File: src/rtl/shift_sequencer.sv
// shift_sequencer
//
// Multi-cycle controller around an external single-step barrel shifter.
// One request (operand, operation, step count) is accepted in IDLE; the
// shifter's 1-bit operation is then applied once per clock until the step
// count is exhausted, and the final value is registered on dout together
// with a one-cycle done pulse.
//
// Optional feature: define SHIFT_SEQ_ABORT_EN to add the abort input.
// With it, abort in SHIFT/DONE returns to IDLE at the next edge and
// suppresses done; abort in IDLE blocks acceptance of start.
//
// Ports:
//   clk       in   clock, all state on rising edge
//   reset_n   in   asynchronous active-low reset
//   start     in   request strobe, sampled only in IDLE
//   op        in   00 pass, 01 LSL, 10 LSR, 11 ASR
//   amount    in   number of 1-bit steps
//   din       in   operand
//   busy      out  high whenever not IDLE
//   done      out  one-cycle pulse, dout valid in that cycle
//   dout      out  result register, held until the next done
//   sh_in     out  shifter operand (the accumulator)
//   sh_shift  out  shifter operation (latched op in SHIFT, else 00)
//   sh_out    in   shifter single-step result
//   abort     in   only with SHIFT_SEQ_ABORT_EN

module shift_sequencer #(
  parameter int data_width = 16,
  parameter int amt_width  = $clog2(data_width)
) (
  input  logic                  clk,
  input  logic                  reset_n,
  input  logic                  start,
  input  logic [1:0]            op,
  input  logic [amt_width-1:0]  amount,
  input  logic [data_width-1:0] din,
  output logic                  busy,
  output logic                  done,
  output logic [data_width-1:0] dout,
  output logic [data_width-1:0] sh_in,
  output logic [1:0]            sh_shift,
`ifdef SHIFT_SEQ_ABORT_EN
  input  logic                  abort,
`endif
  input  logic [data_width-1:0] sh_out
);

  typedef enum logic [1:0] {
    IDLE  = 2'b00,
    SHIFT = 2'b01,
    DONE  = 2'b10
  } state_t;

  state_t                 state;
  state_t                 state_next;
  logic [data_width-1:0]  acc;
  logic [1:0]             op_q;
  logic [amt_width-1:0]   cnt;

  logic                   abort_req;
  logic                   accept;
  logic                   immediate;
  logic                   last_step;

`ifdef SHIFT_SEQ_ABORT_EN
  assign abort_req = abort;
`else
  assign abort_req = 1'b0;
`endif

  // Pass or zero-step requests bypass SHIFT and complete from din directly.
  assign accept    = (state == IDLE) && start && !abort_req;
  assign immediate = (op == 2'b00) || (amount == '0);
  assign last_step = (cnt == amt_width'(1));

  // State register
  always_ff @(posedge clk or negedge reset_n) begin
    if (!reset_n) begin
      state <= IDLE;
    end else begin
      state <= state_next;
    end
  end

  // Next-state logic
  always_comb begin
    state_next = state;
    unique case (state)
      IDLE: begin
        if (accept) begin
          state_next = immediate ? DONE : SHIFT;
        end
      end
      SHIFT: begin
        if (abort_req) begin
          state_next = IDLE;
        end else if (last_step) begin
          state_next = DONE;
        end
      end
      DONE: begin
        state_next = IDLE;
      end
      default: begin
        state_next = IDLE;
      end
    endcase
  end

  // Datapath registers. An aborted SHIFT step is frozen so dout keeps the
  // previous result.
  always_ff @(posedge clk or negedge reset_n) begin
    if (!reset_n) begin
      acc  <= '0;
      op_q <= '0;
      cnt  <= '0;
      dout <= '0;
    end else begin
      unique case (state)
        IDLE: begin
          if (accept) begin
            acc  <= din;
            op_q <= op;
            cnt  <= amount;
            if (immediate) begin
              dout <= din;
            end
          end
        end
        SHIFT: begin
          if (!abort_req) begin
            acc <= sh_out;
            cnt <= cnt - 1'b1;
            if (last_step) begin
              dout <= sh_out;
            end
          end
        end
        default: begin
        end
      endcase
    end
  end

  // Output logic
  always_comb begin
    busy     = (state != IDLE);
    done     = (state == DONE) && !abort_req;
    sh_in    = acc;
    sh_shift = (state == SHIFT) ? op_q : 2'b00;
  end

endmodule
File: config.mk
export PLATFORM = sky130hd
export DESIGN_NAME = shift_sequencer
export DESIGN_NICKNAME = d
export VERILOG_FILES = /design/src/rtl/shift_sequencer.sv
export SDC_FILE = /design/constraint.sdc
export NUM_CORES = 1
export LEC_CHECK = 0
export CAP_MARGIN = 10
export CORE_ASPECT_RATIO = 1.1
export CORE_MARGIN = 8
export CORE_UTILIZATION = 46
export CTS_CLUSTER_SIZE = 30
export DETAILED_ROUTE_END_ITERATION = 7
export GPL_TIMING_DRIVEN = 0
export HOLD_SLACK_MARGIN = 0.15
export PLACE_DENSITY = 0.86
export SLEW_MARGIN = 20
export SYNTH_ARGS = -nofsm -noshare
export SYNTH_HDL_FRONTEND = slang
export SYNTH_SLANG_ARGS = --single-unit
File: constraint.sdc
create_clock -name clk -period 5.47 [get_ports clk]
set_input_delay 1.094 -clock clk [delete_from_list [all_inputs] [get_ports clk]]
set_output_delay 1.094 -clock clk [all_outputs]
set_load 0.1 [all_outputs]
After elaboration in Yosys (flattened, before gate mapping)
Cells that the tools add are included.

Input port bits: 41. Register bits after elaboration: 40. Output and inout bits: 36.

Reductions and logical operators: 11. Add/sub/neg operators: 1. Equality and inequality tests: 6. Muxes and demuxes: 13.

Operators by type and width (number): $mux 16 (4); $pmux 16 s2 (2); $mux 2 (4); $pmux 4 s2 (1); $ne 2x2->1 const B (3); $reduce_and 2->1 (3); $eq 4x1->1 const B (1); $logic_not 2->1 (2); $logic_not 4->1 (1); $mux 4 (1); $pmux 2 s2 (1); $reduce_and 4->1 (1); $reduce_bool 2->1 (2); $sub 4x1->4 const B (1); $eq 2x1->1 const B (1); $eq 2x2->1 const B (1); $logic_and 1x1->1 (1); $logic_or 1x1->1 (1).

Depth between registers and ports, before layout
Gate-level depths: netlist of run 1.

Word-level depth: 5. Depth in mapped cells: 6. Gate-level depth less buffers: 5.

Worst setup path after synthesis of run 1
OpenSTA, ideal clock, no wires.

Path type: reg2out. From: register state[1]. To: output port done. Data required time: 4376 ps. Path buffers: 1. Slack: 2349 ps. Stages on the path, launching flop included: 3. Arrival: 2027 ps. Path through: dfrtp_1 > clkbuf_1 > nor2b_1.

Word-level cells in the longest chain between the ends: 1.

RTL lines: from (decl) (RTL line 55) `state_t state;`; from (signal assigned) (RTL line 82) `state <= state_next;`; $eq 2x2->1 (RTL line 149) `done = (state == DONE) && !abort_req;`; to (decl) (RTL line 39) `output logic done,`.

Every way passes these cells.

Worst setup path in the final report of run 1
From: register state[0]. To: output port sh_shift[0].

Word-level cells in the longest chain between the ends: 2.

RTL lines: $eq 2x1->1 (RTL line 151) `sh_shift = (state == SHIFT) ? op_q : 2'b00;`; $mux 2 (RTL line 151); to (decl) (RTL line 42) `output logic [1:0] sh_shift,`.

Every way passes these cells.

==> results of run 1 <==
[synth_stat cells]
library cell	instances	share of area [%]
a21oi_1	2	0.52
a221oi_4	1	1.4
a2bb2oi_1	3	1.4
a32o_1	1	0.52
and2_1	2	0.65
buf_12	1	1.0
buf_2	3	0.79
clkbuf_1	2	0.39
dfrtp_1	40	52
ha_1	2	1.3
inv_1	5	0.98
mux2_2	41	24
mux2_4	9	7.1
nand2_1	1	0.20
nand2b_1	1	0.33
nand3_1	1	0.26
nand4bb_1	1	0.59
nor2_1	4	0.79
nor2b_1	2	0.65
o21a_1	1	0.39
o21ba_2	1	0.52
o21bai_1	1	0.39
o22a_1	4	1.8
or2_2	1	0.33
or4_4	1	0.59
or4b_2	1	0.52
[per-layer routing]
layer	GRT usage, %	vias up
met5	0	-
met4	7.56	0
met3	3.77	10
met2	29.8	35
met1	15.1	712
li1	-	648
[cell families (layout without fill, tap and decap cells)]
logic type	count (synthesis)	after routing	synth area share, %
AOI/OAI and AO/OA	14	14	6.94
adders and majority gates	2	2	1.31
buffers and inverters	11	95	3.21
DFF	40	40	52.4
muxes	50	50	31.2
and+or+nand+nor	15	15	4.91
[registers in the layout, summed over array words and instances, names as in the netlist]
name / flops
state: 2
op_q: 2
cnt: 4
sh_in: 16
dout: 16
[worst paths after layout]
kind / slack (ns) / to / cells after the start / start
setup / recovery: 1.51 / sh_shift[0] / 5 / state[0]$_DFFE_PN0P_
max in group asynchronous: 4.21 / sh_in[2]$_DFFE_PN0P_ / 2 / reset_n
min in group asynchronous: 0.77 / dout[11]$_DFFE_PN0P_ / 1 / reset_n
hold / removal: 0.50 / op_q[1]$_DFFE_PN0P_ / 1 / op_q[1]$_DFFE_PN0P_
hold reg to reg: 0.50 / op_q[1]$_DFFE_PN0P_ / 1 / op_q[1]$_DFFE_PN0P_
setup reg to reg: 3.26 / sh_in[12]$_DFFE_PN0P_ / 4 / state[1]$_DFFE_PN0P_
[final cells by class]
type | count | area (sq um) | share of cell area [%]
Sequential cell | 40 | 1000 | 35.1
Multi-Input combinational cell | 81 | 848 | 29.7
Timing Repair Buffer | 77 | 783 | 27.4
Clock buffer | 7 | 96.3 | 3.37
Tap cell | 52 | 65.1 | 2.28
Buffer | 6 | 42.5 | 1.49
Inverter | 5 | 18.8 | 0.657
[worst max-delay path: stages (launching register included)]
cell             delay, ns
dfrtp_1               0.38
nor2b_1               0.13
clkbuf_1              0.44
buf_2                 0.34
and2_1                0.15
clkdlybuf4s50_1       1.13
[through the flow]
stage	setup slack [ns]	hold WS, ns	utilization, %	cell area [sq um]
after floorplan	2.35	0.472	-	1910
after global placement	1.83	0.484	69.0	2740
after detailed placement	1.79	0.488	69.6	2760
after CTS	1.47	0.504	72.0	2860
after global routing	1.33	0.522	72.0	2860
final	1.51	0.501	72.0	2860
==> impl_metrics.tcl, run 1 <==
set metrics [dict create \
    status "finished clean" \
    tightestPinTransition_ns 1.01 \
    nFillCells 280 \
    drcViolationCount 0 \
    topRoutingLayerUsed "met4" \
    end_kind "output port" \
    io_buffers 76 \
    worstSetupStartpointType "flop" \
    drt-total-wl_um 5060 \
    dp_cells 261 \
    final_cell_mix "75 x clkdlybuf4s50_1, 41 x mux2_2, 40 x dfrtp_1, 9 x mux2_4, 7 x clkbuf_8" \
    antenna_cells 0 \
    avgSynthCellArea_sq_um 14.5 \
    clkTransAtPathRegs_ns 0.07 \
    final_common_cell "clkdlybuf4s50_1" \
    period_share_pct 72.4 \
    worstPathArrival_ns 2.87 \
    met2_length_um 2910 \
    syn-num-nets 175 \
    slew_headroom_pct 32.4 \
    drt-vias-per-instance 5.24 \
    fin_crit_ns 3.96 \
    rows 24 \
    grt_use_total_pct 15.6 \
    dieHeight_um 83.6 \
    clkLatencyLatePin_ns 0.29 \
    antenna_found_initial 0 \
    start_util_pct 48.2 \
    rsz0062_at_grt "false" \
    skew_ns 0.00915 \
    grt_max_degree 22 \
    ios 77 \
    final_cells 268 \
    critical_path_required_ns 4.38 \
    ys_seq_area_share_pct 52.4 \
    cts_buffers 5 \
    die_area_sq_um 6470 \
    drv_slew 0 \
    layout.nets 259 \
    cts.sinks 40 \
    drive_gt1_share_pct 31.5 \
    hold_path_class "flop to flop" \
    final-setup-viol-count 0 \
    yosys_warnings 0 \
    cts_resized 0 \
    overflow 0 \
    hpwl_um 4070 \
    gp_congestion 0.845 \
    drtIter0Drc 44 \
    area_growth_pct 49.4 \
    holdBufCountCts 0 \
    root_buffer "clkbuf_8" \
    grt_pass1_vias 1556 \
    firstDrtPassIters 4 \
    wl_met3_um 207 \
    grt_first_pass_wirelength_um 8140 \
    path_max_fanout 10 \
    finalSetupTns_ns 0 \
    critical_path_class "flop to output port" \
    yosys_register_bits 40 \
    tritoncts "done" \
    postRouteAntennaNets 0 \
    cts_setup_buffers 0 \
    yosys.cell_types.count 26 \
    vias 1405 \
    htreeDepth 2 \
    maxCapViolCount 0 \
    syn_area_sq_um 1910 \
    syn_inst 132 \
    wl_per_cell_um 18.9 \
    coreArea_sq_um 3960 \
    final_hold_viol_count 0 \
    die_width_um 77.4 \
    cts_buffer_depth 2 \
    drt-met1-wl_um 1810 \
    maxClockFrequency_ghz 0.252 \
]
Power of run 1 is not shown: default switching activity piles up to over one toggle a cycle in this logic, so the estimate is an artifact.
==> inputs of run 2 (changes only) <==
- CORE_UTILIZATION: 46 -> 43
- PLACE_DENSITY: 0.86 -> 0.81
- clock period: 5.47 -> 4.04 ns (I/O delays scaled with it)
==> impl_metrics.tcl, run 2 (synthesized netlist as in run 1, its figures left out) <==
set metrics [dict create \
    skew_ns 0.00862 \
    cts_resized 0 \
    io_buffers 76 \
    worstSetupStartpointType "flop" \
    cpLargestDelayFamily "buffers and inverters" \
    final-setup-viol-count 0 \
    firstDrtPassIters 4 \
    final_cell_area_sq_um 2840 \
    hold_path_class "input port to asynchronous set/reset pin" \
    drtIter0Drc 67 \
    drt-total-wl_um 4980 \
    critical_path_required_ns 3.23 \
    die_area_sq_um 6830 \
    final_common_cell "clkdlybuf4s50_1" \
    period_share_pct 91.4 \
    final_cell_mix "75 x clkdlybuf4s50_1, 41 x mux2_2, 40 x dfrtp_1, 9 x mux2_4" \
    grt_max_degree 31 \
    status "finished clean" \
    area_growth_pct 48.6 \
    antenna_found_initial 0 \
    drive_gt1_share_pct 30.9 \
    drt-vias-per-instance 5.15 \
    tightestPinTransition_ns 1.02 \
    grt_use_total_pct 15.1 \
    final_hold_viol_count 0 \
    layout.nets 259 \
    cts_buffers 5 \
    cts_setup_buffers 0 \
    cts_buffer_depth 2 \
    postRouteAntennaNets 0 \
    path_buf_inv 3 \
    path_max_fanout 10 \
    slowest_delay_ns 1.13 \
    postPlaceCellArea_sq_um 2750 \
    fin_crit_ns 3.69 \
    coreArea_sq_um 4290 \
    ios 77 \
    gp_congestion 0.812 \
    dieHeight_um 85.9 \
    end_kind "output port" \
    tritoncts "done" \
    maxCapViolCount 0 \
    clkLatencyLatePin_ns 0.29 \
    vias 1397 \
    rows 25 \
    cts.sinks 40 \
    drcViolationCount 0 \
    clkTransAtPathRegs_ns 0.08 \
    slew_headroom_pct 32.1 \
    worstPathArrival_ns 2.88 \
    drv_slew 0 \
    overflow 0 \
    root_buffer "clkbuf_8" \
    cp_cell_sequence "nor2b_1 > clkbuf_1 > buf_2 > and2_1 > clkdlybuf4s50_1" \
    grt_pass1_vias 1629 \
    die_width_um 79.6 \
    finalSetupTns_ns 0 \
    hpwl_um 3930 \
    holdBufCountCts 0 \
    maxClockFrequency_ghz 0.271 \
    antenna_cells 0 \
    wl_per_cell_um 18.4 \
    htreeDepth 2 \
    grt_first_pass_wirelength_um 8020 \
    slowest_stage "clkdlybuf4s50_1" \
    start_util_pct 44.6 \
    rsz0062_at_grt "false" \
    critical_path_class "flop to output port" \
]
[run 2: path summary, 6_finish.rpt]
kind	cells past startpoint	startpoint	slack, ns	end
worst max-delay path	5	state[0]$_DFFE_PN0P_	0.35	sh_shift[0]
worst min-delay path	1	reset_n	0.38	dout[7]$_DFFE_PN0P_
worst max register to register	4	state[1]$_DFFE_PN0P_	1.84	sh_in[10]$_DFFE_PN0P_
worst min register to register	1	sh_in[9]$_DFFE_PN0P_	0.51	sh_in[9]$_DFFE_PN0P_
max in group asynchronous	2	reset_n	3.22	cnt[1]$_DFFE_PN0P_
min in group clk	1	sh_in[9]$_DFFE_PN0P_	0.51	sh_in[9]$_DFFE_PN0P_
[run 2: area by class of cell]
cell class,count,area (sq um)
fill,302,1450
sequential,40,1000
multi-input combinational,81,848
timing repair buffer,77,776
clock buffer,7,76.3
tap,54,67.6
buffer,6,42.5
inverter,5,18.8
clock inverter,1,8.76
[run 2: stage by stage]
stage	std cells	worst slack, ns	utilization (%)	hold WS [ns]
floorplan	132	1.21	-	0.472
global placement	262	0.637	63.9	0.482
detailed placement	263	0.620	64.3	0.496
CTS	271	0.275	66.2	0.377
global route	271	0.163	66.2	0.390
finish	271	0.348	66.2	0.380
[run 2: layer usage]
layer / vias to the layer above / track usage [%] / wire length [um] / part of all wire [%]
li1: 643 / - / - / -
met2: 46 / 26.9 / 2630 / 53
met4: 0 / 5.90 / 93 / 1.9
met1: 700 / 15.6 / 1910 / 38
met3: 8 / 5.44 / 342 / 6.9
met5: - / 0 / 0 / 0
Power of run 2 is left out for the same reason.
